`src/rtl/pipe_reduce_tree_if.sv`:
```
// Sample bus into and result bus out of pipe_reduce_tree; inflight exists only with PIPE_REDUCE_INFLIGHT_EN.
interface pipe_reduce_tree_if #(
    parameter int WIDTH = 4
`ifdef PIPE_REDUCE_INFLIGHT_EN
    , parameter int LAT = $clog2(WIDTH)
`endif
);
    logic             en;
    logic             in_valid;
    logic [WIDTH-1:0] in_data;
    logic [1:0]       in_mode;
    logic             out;
    logic             out_valid;
    logic [1:0]       out_mode;
`ifdef PIPE_REDUCE_INFLIGHT_EN
    logic [$clog2(LAT+1)-1:0] inflight;

    modport master (output en, in_valid, in_data, in_mode,
                    input  out, out_valid, out_mode, inflight);
    modport slave  (input  en, in_valid, in_data, in_mode,
                    output out, out_valid, out_mode, inflight);
`else
    modport master (output en, in_valid, in_data, in_mode,
                    input  out, out_valid, out_mode);
    modport slave  (input  en, in_valid, in_data, in_mode,
                    output out, out_valid, out_mode);
`endif
endinterface

```
`src/rtl/pipe_reduce_tree.sv`:
```
// Balanced binary AND/OR/XOR/NAND reduction of WIDTH bits; PIPE_REDUCE_INFLIGHT_EN adds an inflight count.
// Latency LAT = $clog2(WIDTH)*LVL_DELAY cycles, one sample per cycle.
// No ready: en=0 freezes every stage and samples offered meanwhile are dropped.
module pipe_reduce_tree #(
    parameter int WIDTH     = 4,
    parameter int LVL_DELAY = 1
) (
    input  logic              clock,
    input  logic              reset,
    pipe_reduce_tree_if.slave bus
);
    localparam int LEVELS = $clog2(WIDTH);
    localparam int TAP_W  = 2 * WIDTH - 1;

    // Level k's output occupies tap_dat[2*WIDTH-2*(WIDTH>>k) +: WIDTH>>k]; level 0 is in_data.
    logic [TAP_W-1:0]     tap_dat;
    logic [LEVELS:0]      tap_vld;
    logic [LEVELS:0][1:0] tap_mode;

    assign tap_dat[WIDTH-1:0] = bus.in_data;
    assign tap_vld[0]         = bus.in_valid;
    assign tap_mode[0]        = bus.in_mode;

`ifdef PIPE_REDUCE_INFLIGHT_EN
    localparam int LAT   = LEVELS * LVL_DELAY;
    localparam int CNT_W = $clog2(LAT + 1);

    logic [LAT-1:0] nxt_vld;
`endif

    for (genvar k = 1; k <= LEVELS; k++) begin : g_lvl
        localparam int W_IN   = WIDTH >> (k - 1);
        localparam int W      = WIDTH >> k;
        localparam int OFF_IN = 2 * WIDTH - 2 * W_IN;
        localparam int OFF    = 2 * WIDTH - 2 * W;

        logic [W_IN-1:0]              src_dat;
        logic                         src_vld;
        logic [1:0]                   src_mode;
        logic [W-1:0]                 red;
        logic [LVL_DELAY-1:0]         vld_d, vld_q;
        logic [LVL_DELAY-1:0][1:0]    mode_d, mode_q;
        logic [LVL_DELAY-1:0][W-1:0]  dat_d, dat_q;

        assign src_dat  = tap_dat[OFF_IN +: W_IN];
        assign src_vld  = tap_vld[k-1];
        assign src_mode = tap_mode[k-1];

        // NAND is an AND tree with the root inverted, so only the last level looks at mode 11.
        always_comb begin
            red = '0;
            for (int i = 0; i < W; i++) begin
                case (src_mode)
                    2'b01:   red[i] = src_dat[2*i] | src_dat[2*i+1];
                    2'b10:   red[i] = src_dat[2*i] ^ src_dat[2*i+1];
                    default: red[i] = src_dat[2*i] & src_dat[2*i+1];
                endcase
            end
            if (k == LEVELS && src_mode == 2'b11) begin
                red = ~red;
            end
        end

        always_comb begin
            vld_d  = vld_q;
            mode_d = mode_q;
            dat_d  = dat_q;
            if (bus.en) begin
                vld_d[0] = src_vld;
                if (src_vld) begin
                    mode_d[0] = src_mode;
                    dat_d[0]  = red;
                end
                for (int s = 1; s < LVL_DELAY; s++) begin
                    vld_d[s] = vld_q[s-1];
                    if (vld_q[s-1]) begin
                        mode_d[s] = mode_q[s-1];
                        dat_d[s]  = dat_q[s-1];
                    end
                end
            end
        end

        always_ff @(posedge clock or posedge reset) begin
            if (reset) begin
                vld_q  <= '0;
                mode_q <= '0;
                dat_q  <= '0;
            end else begin
                vld_q  <= vld_d;
                mode_q <= mode_d;
                dat_q  <= dat_d;
            end
        end

        assign tap_vld[k]        = vld_q[LVL_DELAY-1];
        assign tap_mode[k]       = mode_q[LVL_DELAY-1];
        assign tap_dat[OFF +: W] = dat_q[LVL_DELAY-1];
`ifdef PIPE_REDUCE_INFLIGHT_EN
        assign nxt_vld[(k-1)*LVL_DELAY +: LVL_DELAY] = vld_d;
`endif
    end

    assign bus.out       = tap_dat[TAP_W-1];
    assign bus.out_valid = tap_vld[LEVELS];
    assign bus.out_mode  = tap_mode[LEVELS];

`ifdef PIPE_REDUCE_INFLIGHT_EN
    logic [CNT_W-1:0] inflight_d, inflight_q;

    // Counting next-state valids keeps the count aligned with the stage registers it describes.
    always_comb begin
        inflight_d = '0;
        for (int i = 0; i < LAT; i++) begin
            inflight_d = inflight_d + CNT_W'(nxt_vld[i]);
        end
    end

    always_ff @(posedge clock or posedge reset) begin
        if (reset) begin
            inflight_q <= '0;
        end else begin
            inflight_q <= inflight_d;
        end
    end

    assign bus.inflight = inflight_q;
`endif
endmodule

```
`src/flat_wrapper.sv`:
```
// flat-port wrapper written by rule: the top's interface ports become plain ports
module pipe_reduce_tree_flat 
#(
    parameter int WIDTH     = 4,
    parameter int LVL_DELAY = 1
)
  (clock, reset, bus_en, bus_in_valid, bus_in_data, bus_in_mode, bus_out, bus_out_valid, bus_out_mode);
  pipe_reduce_tree_if #(.WIDTH(WIDTH)) bus_i ();
  input  logic clock;
  input  logic reset;
  input wire logic [$bits(bus_i.en)-1:0] bus_en;
  input wire logic [$bits(bus_i.in_valid)-1:0] bus_in_valid;
  input wire logic [$bits(bus_i.in_data)-1:0] bus_in_data;
  input wire logic [$bits(bus_i.in_mode)-1:0] bus_in_mode;
  output wire logic [$bits(bus_i.out)-1:0] bus_out;
  output wire logic [$bits(bus_i.out_valid)-1:0] bus_out_valid;
  output wire logic [$bits(bus_i.out_mode)-1:0] bus_out_mode;
  assign bus_i.en = bus_en;
  assign bus_i.in_valid = bus_in_valid;
  assign bus_i.in_data = bus_in_data;
  assign bus_i.in_mode = bus_in_mode;
  assign bus_out = bus_i.out;
  assign bus_out_valid = bus_i.out_valid;
  assign bus_out_mode = bus_i.out_mode;
  pipe_reduce_tree #(.WIDTH(WIDTH), .LVL_DELAY(LVL_DELAY)) u_core (.clock(clock), .reset(reset), .bus(bus_i));
endmodule
```
`config.mk`:
```
export PLATFORM = sky130hd
export DESIGN_NAME = pipe_reduce_tree_flat
export DESIGN_NICKNAME = d
export VERILOG_FILES = /design/src/rtl/pipe_reduce_tree_if.sv /design/src/rtl/pipe_reduce_tree.sv /design/src/flat_wrapper.sv
export SDC_FILE = /design/constraint.sdc
export NUM_CORES = 1
export LEC_CHECK = 0
export ABC_AREA = 1
export CORE_MARGIN = 2
export CORE_UTILIZATION = 35
export DETAILED_ROUTE_END_ITERATION = 10
export DONT_BUFFER_PORTS = 1
export SYNTH_ARGS = -nofsm -noshare
export SYNTH_HDL_FRONTEND = slang
export SYNTH_SLANG_ARGS = --single-unit
```
`constraint.sdc`:
```
create_clock -name clock -period 2.15 [get_ports clock]
set_input_delay 0.1075 -clock clock [delete_from_list [all_inputs] [get_ports clock]]
set_output_delay 0.1075 -clock clock [all_outputs]
set_load 0.01 [all_outputs]
```
==> impl.org <==
** Status
- Status :: complete, no violations

** Drt
- For this run, design rule violations remaining after detail routing come to 0.
- In this run, the number of DRC markers left after iteration 0 of detailed routing was 7.
- Post-DRT Antenna Nets :: 0
- Via count normalized by instance count :: 4.55
- Vias :: 423
- The first TritonRoute pass finished after 4 iterations.
- Wires add up to 968 um.
- Wirelength per Cell :: 10.4 um

** Global route
- The number of antenna violations at the first check in global routing is 0.
- The first global-routing pass estimated 1.64 mm of wire.
- Entering global routing, the biggest net connects 10 pins.
- Global routing used 11.7% of the available tracks across all layers.
- GRT Residual Overflow :: 0
- The via count of the first global-routing pass came to 405.

** Worst setup path
- In this run the critical register-to-register path is launched from u_core.g_lvl[1].mode_q[0].
- The worst setup path is captured at a register.
- STA puts the critical path data arrival time at 1.48 ns.
- In this run the critical register-to-register path is captured at u_core.bus.out.
- Data on the critical path is required at its endpoint by 2.31 ns.
- Along the worst path, the maximum fanout reaches 4.
- Length in cells of the worst reg-to-reg path :: 8
- The critical path is of the reg -> reg type.
- The setup check on the worst reg-to-reg path leaves a slack of 0.83 ns.
- The worst setup path is launched from a register.

** Floorplan
- Die outline height :: 44.7 um
- Total die area :: 0.00200 mm2
- Pin placement for this block handled 14 I/O pins.
- The die is 44.7 um wide.
- The core region is 0.00152 mm2.
- For this configuration, the core starts out at a cell density of 38.1%.
- In this run the core area contains 14 standard-cell rows.

** Yosys
- The synthesized design contains 0 enable-type register cells.
- Counting instances in the post-synthesis netlist gives the leading cell types as sky130_fd_sc_hd__inv_1 (19), sky130_fd_sc_hd__nand2_1 (16), sky130_fd_sc_hd__ha_1 (11), sky130_fd_sc_hd__dfrtp_1 (9), sky130_fd_sc_hd__o21ai_0 (8).
- Most common cell in the netlist :: sky130_fd_sc_hd__inv_1
- FF+latch count, synth :: 9
- sky130_fd_sc_hd__dfrtp_1 takes more of the synthesized area than any other cell.
- Yosys printed 0 warnings.
- Post-synth net total :: 92
- Cell area after technology mapping :: 581 um2
- Syn avg cell area :: 8.18 um2
- Of the post-synthesis cell area, the dominant cell type holds 38.8%.
- Number of distinct library cells after synthesis :: 9
- Most area-consuming cells after synthesis :: sky130_fd_sc_hd__dfrtp_1 (39%), sky130_fd_sc_hd__ha_1 (24%), sky130_fd_sc_hd__inv_1 (12%), sky130_fd_sc_hd__nand2_1 (10%), sky130_fd_sc_hd__o21ai_0 (6.9%)
- For this run, asynchronously set or reset flops after synthesis account for 100%.
- Sequential-to-total area share from yosys stat :: 38.8%
- Synthesis produced 71 cells.
- Main flop type after synthesis :: sky130_fd_sc_hd__dfrtp_1

** Worst hold path
- Worst hold path class :: in -> reg
- Instance count along the most critical hold path :: 2
- End of the worst hold path :: u_core.g_lvl[1].mode_q[1]
- HP Start :: bus_in_mode[1]

** Clock network
- Count of buffers added by post-CTS timing repair for setup :: 0
- Sinks on Clock Net :: 9
- Post-CTS repair changed the size of 0 cells.
- Clock tree from TritonCTS :: built
- Clock tree synthesis selected as its root buffer the cell sky130_fd_sc_hd__clkbuf_4.
- Worst-skew pair later-pin latency :: 0.26 ns
- Maximum count of clock buffers along a single path :: 2
- CTS Buf Count :: 3
- H-Tree Level Count :: 1
- Clock input transition at the sequential cells of the worst setup and hold paths :: 0.07 ns

** Timing
- Number of failing setup endpoints in the final timing report :: 0
- Smallest setup slack after layout :: 0.829 ns
- Skew final :: 0.00418 ns
- Setup repair after global routing left no endpoint under its margin.
- In the final timing run, aggregate negative setup slack is 0 ns.
- The hold violation count in the final report was 0.
- Fmax :: 0.757 GHz
- Headroom to the max-slew limit :: 76.8%
- The number of pins with negative max-slew slack in the final report was 0.
- Dividing the final minimum period by the clock period gives 61.4%.
- Worst Max-Slew Pin Slew :: 0.348 ns
- The routed design could run at a clock period as short as 1.32 ns.

** Final layout
- Share of cells above drive strength 1 :: 3.90%
- After routing the design area is 647 um2.
- # diodes :: 0
- The net count of the finished layout is 99.
- Growth of design area from synthesis to finish :: 11.4%
- Final core utilization :: 42.4%

** Place
- Port buffering added 0 buffers.
- Half-perimeter wire length after placement :: 759 um
- In this run the cell area measured after placement is 601 um2.
- Timing analysis after detailed placement gives a worst setup slack of 0.833 ns.
- Placer Congestion :: 0.660

** Power
- Power density over the cells :: 701 mW/mm2
- Maximum vdd drop :: 522 uV
- Summed over all cells, the static leakage comes to 0.000374 uW.
- After layout, the design draws a total of 454 uW.

** Run
- Max-cap viol count :: 0
-- stage by stage --
step	hold WS [ns]	instances
finish	0.0272	93
floorplan	-0.0646	71
global placement	-0.0201	87
detailed placement	-0.0167	87
CTS	0.0278	93
global route	0.0539	93
-- layout make-up --
type / instances / area [um2]
fillers: 151 / 877
multi-input cells: 43 / 284
flip-flops and latches: 9 / 225
inverters: 19 / 71.3
clock buffers: 4 / 26.3
repair buffers: 2 / 20.0
well taps: 16 / 20.0
-- registers in the layout (all words and copies together) (netlist names) --
name,count
u_core.bus.out,1
u_core.g_lvl.dat_q,2
u_core.bus.out_valid,1
u_core.bus.out_mode,2
u_core.g_lvl.vld_q,1
u_core.g_lvl.mode_q,2
-- logic make-up after synthesis --
group | Yosys count | share of synthesized area [%]
AND/OR/NAND/NOR | 20 | 14.0
buffers and inverters | 19 | 12.3
AO/OA/AOI/OAI | 12 | 11.2
adder cells (fa/ha/maj) | 11 | 23.7
flip-flops | 9 | 38.8
-- repair_timing --
action / in CTS / in global routing
hold buffers: 2 / 0
endpoints found under the hold margin: 11 / 0
setup endpoints to repair: 0 / 0
-- routing by layer --
layer	track usage, %	wire length, um
met1	12.9	429
met2	19.7	483
met3	6.80	55
met4	1.82	0
met5	0	0
-- critical path, cell delays in order (launching register included) --
cell,delay (ns)
sky130_fd_sc_hd__dfrtp_1,0.40
sky130_fd_sc_hd__inv_1,0.07
sky130_fd_sc_hd__ha_1,0.27
sky130_fd_sc_hd__inv_1,0.04
sky130_fd_sc_hd__or2_1,0.21
sky130_fd_sc_hd__nand2_1,0.07
sky130_fd_sc_hd__nand2_1,0.04
sky130_fd_sc_hd__nand3_1,0.06
sky130_fd_sc_hd__nand2_1,0.05
-- where the power goes --
| group | switching (uW) | leakage [uW] | internal (uW) |
|---|---|---|---|
| Combinational | 53.7 | 0.000248 | 39.6 |
| Sequential | 26.8 | 0.000110 | 198 |
| Clock | 63.9 | 0.0000150 | 71.7 |
| Total | 144 | 0.000374 | 309 |
-- how the worst max path moves through the flow --
stage | from | end | slack, ns | cells past startpoint
2_1_floorplan | u_core.g_lvl[1].mode_q[0] | u_core.bus.out | 0.91 | 8
3_3_place_gp | u_core.g_lvl[1].mode_q[0] | u_core.bus.out | 0.89 | 8
3_5_place_dp | u_core.g_lvl[1].mode_q[0] | u_core.bus.out | 0.83 | 8
4_1_cts | u_core.g_lvl[1].mode_q[0] | u_core.bus.out | 0.82 | 8
5_1_grt | u_core.g_lvl[1].mode_q[0] | u_core.bus.out | 0.72 | 8
6_report | u_core.g_lvl[1].mode_q[0] | u_core.bus.out | 0.83 | 8
-- placed cells by master (no fill, tap or decap) --
cell	instances
sky130_fd_sc_hd__nand2_1	16
sky130_fd_sc_hd__o21ai_0	8
sky130_fd_sc_hd__a21oi_1	2
sky130_fd_sc_hd__clkbuf_1	1
sky130_fd_sc_hd__inv_1	19
sky130_fd_sc_hd__or2_1	1
sky130_fd_sc_hd__a22oi_1	2
sky130_fd_sc_hd__ha_1	11
sky130_fd_sc_hd__clkbuf_4	3
sky130_fd_sc_hd__dlygate4sd3_1	2
sky130_fd_sc_hd__dfrtp_1	9
sky130_fd_sc_hd__nand3_1	3
No activity file was read; power rests on OpenSTA's default activity.
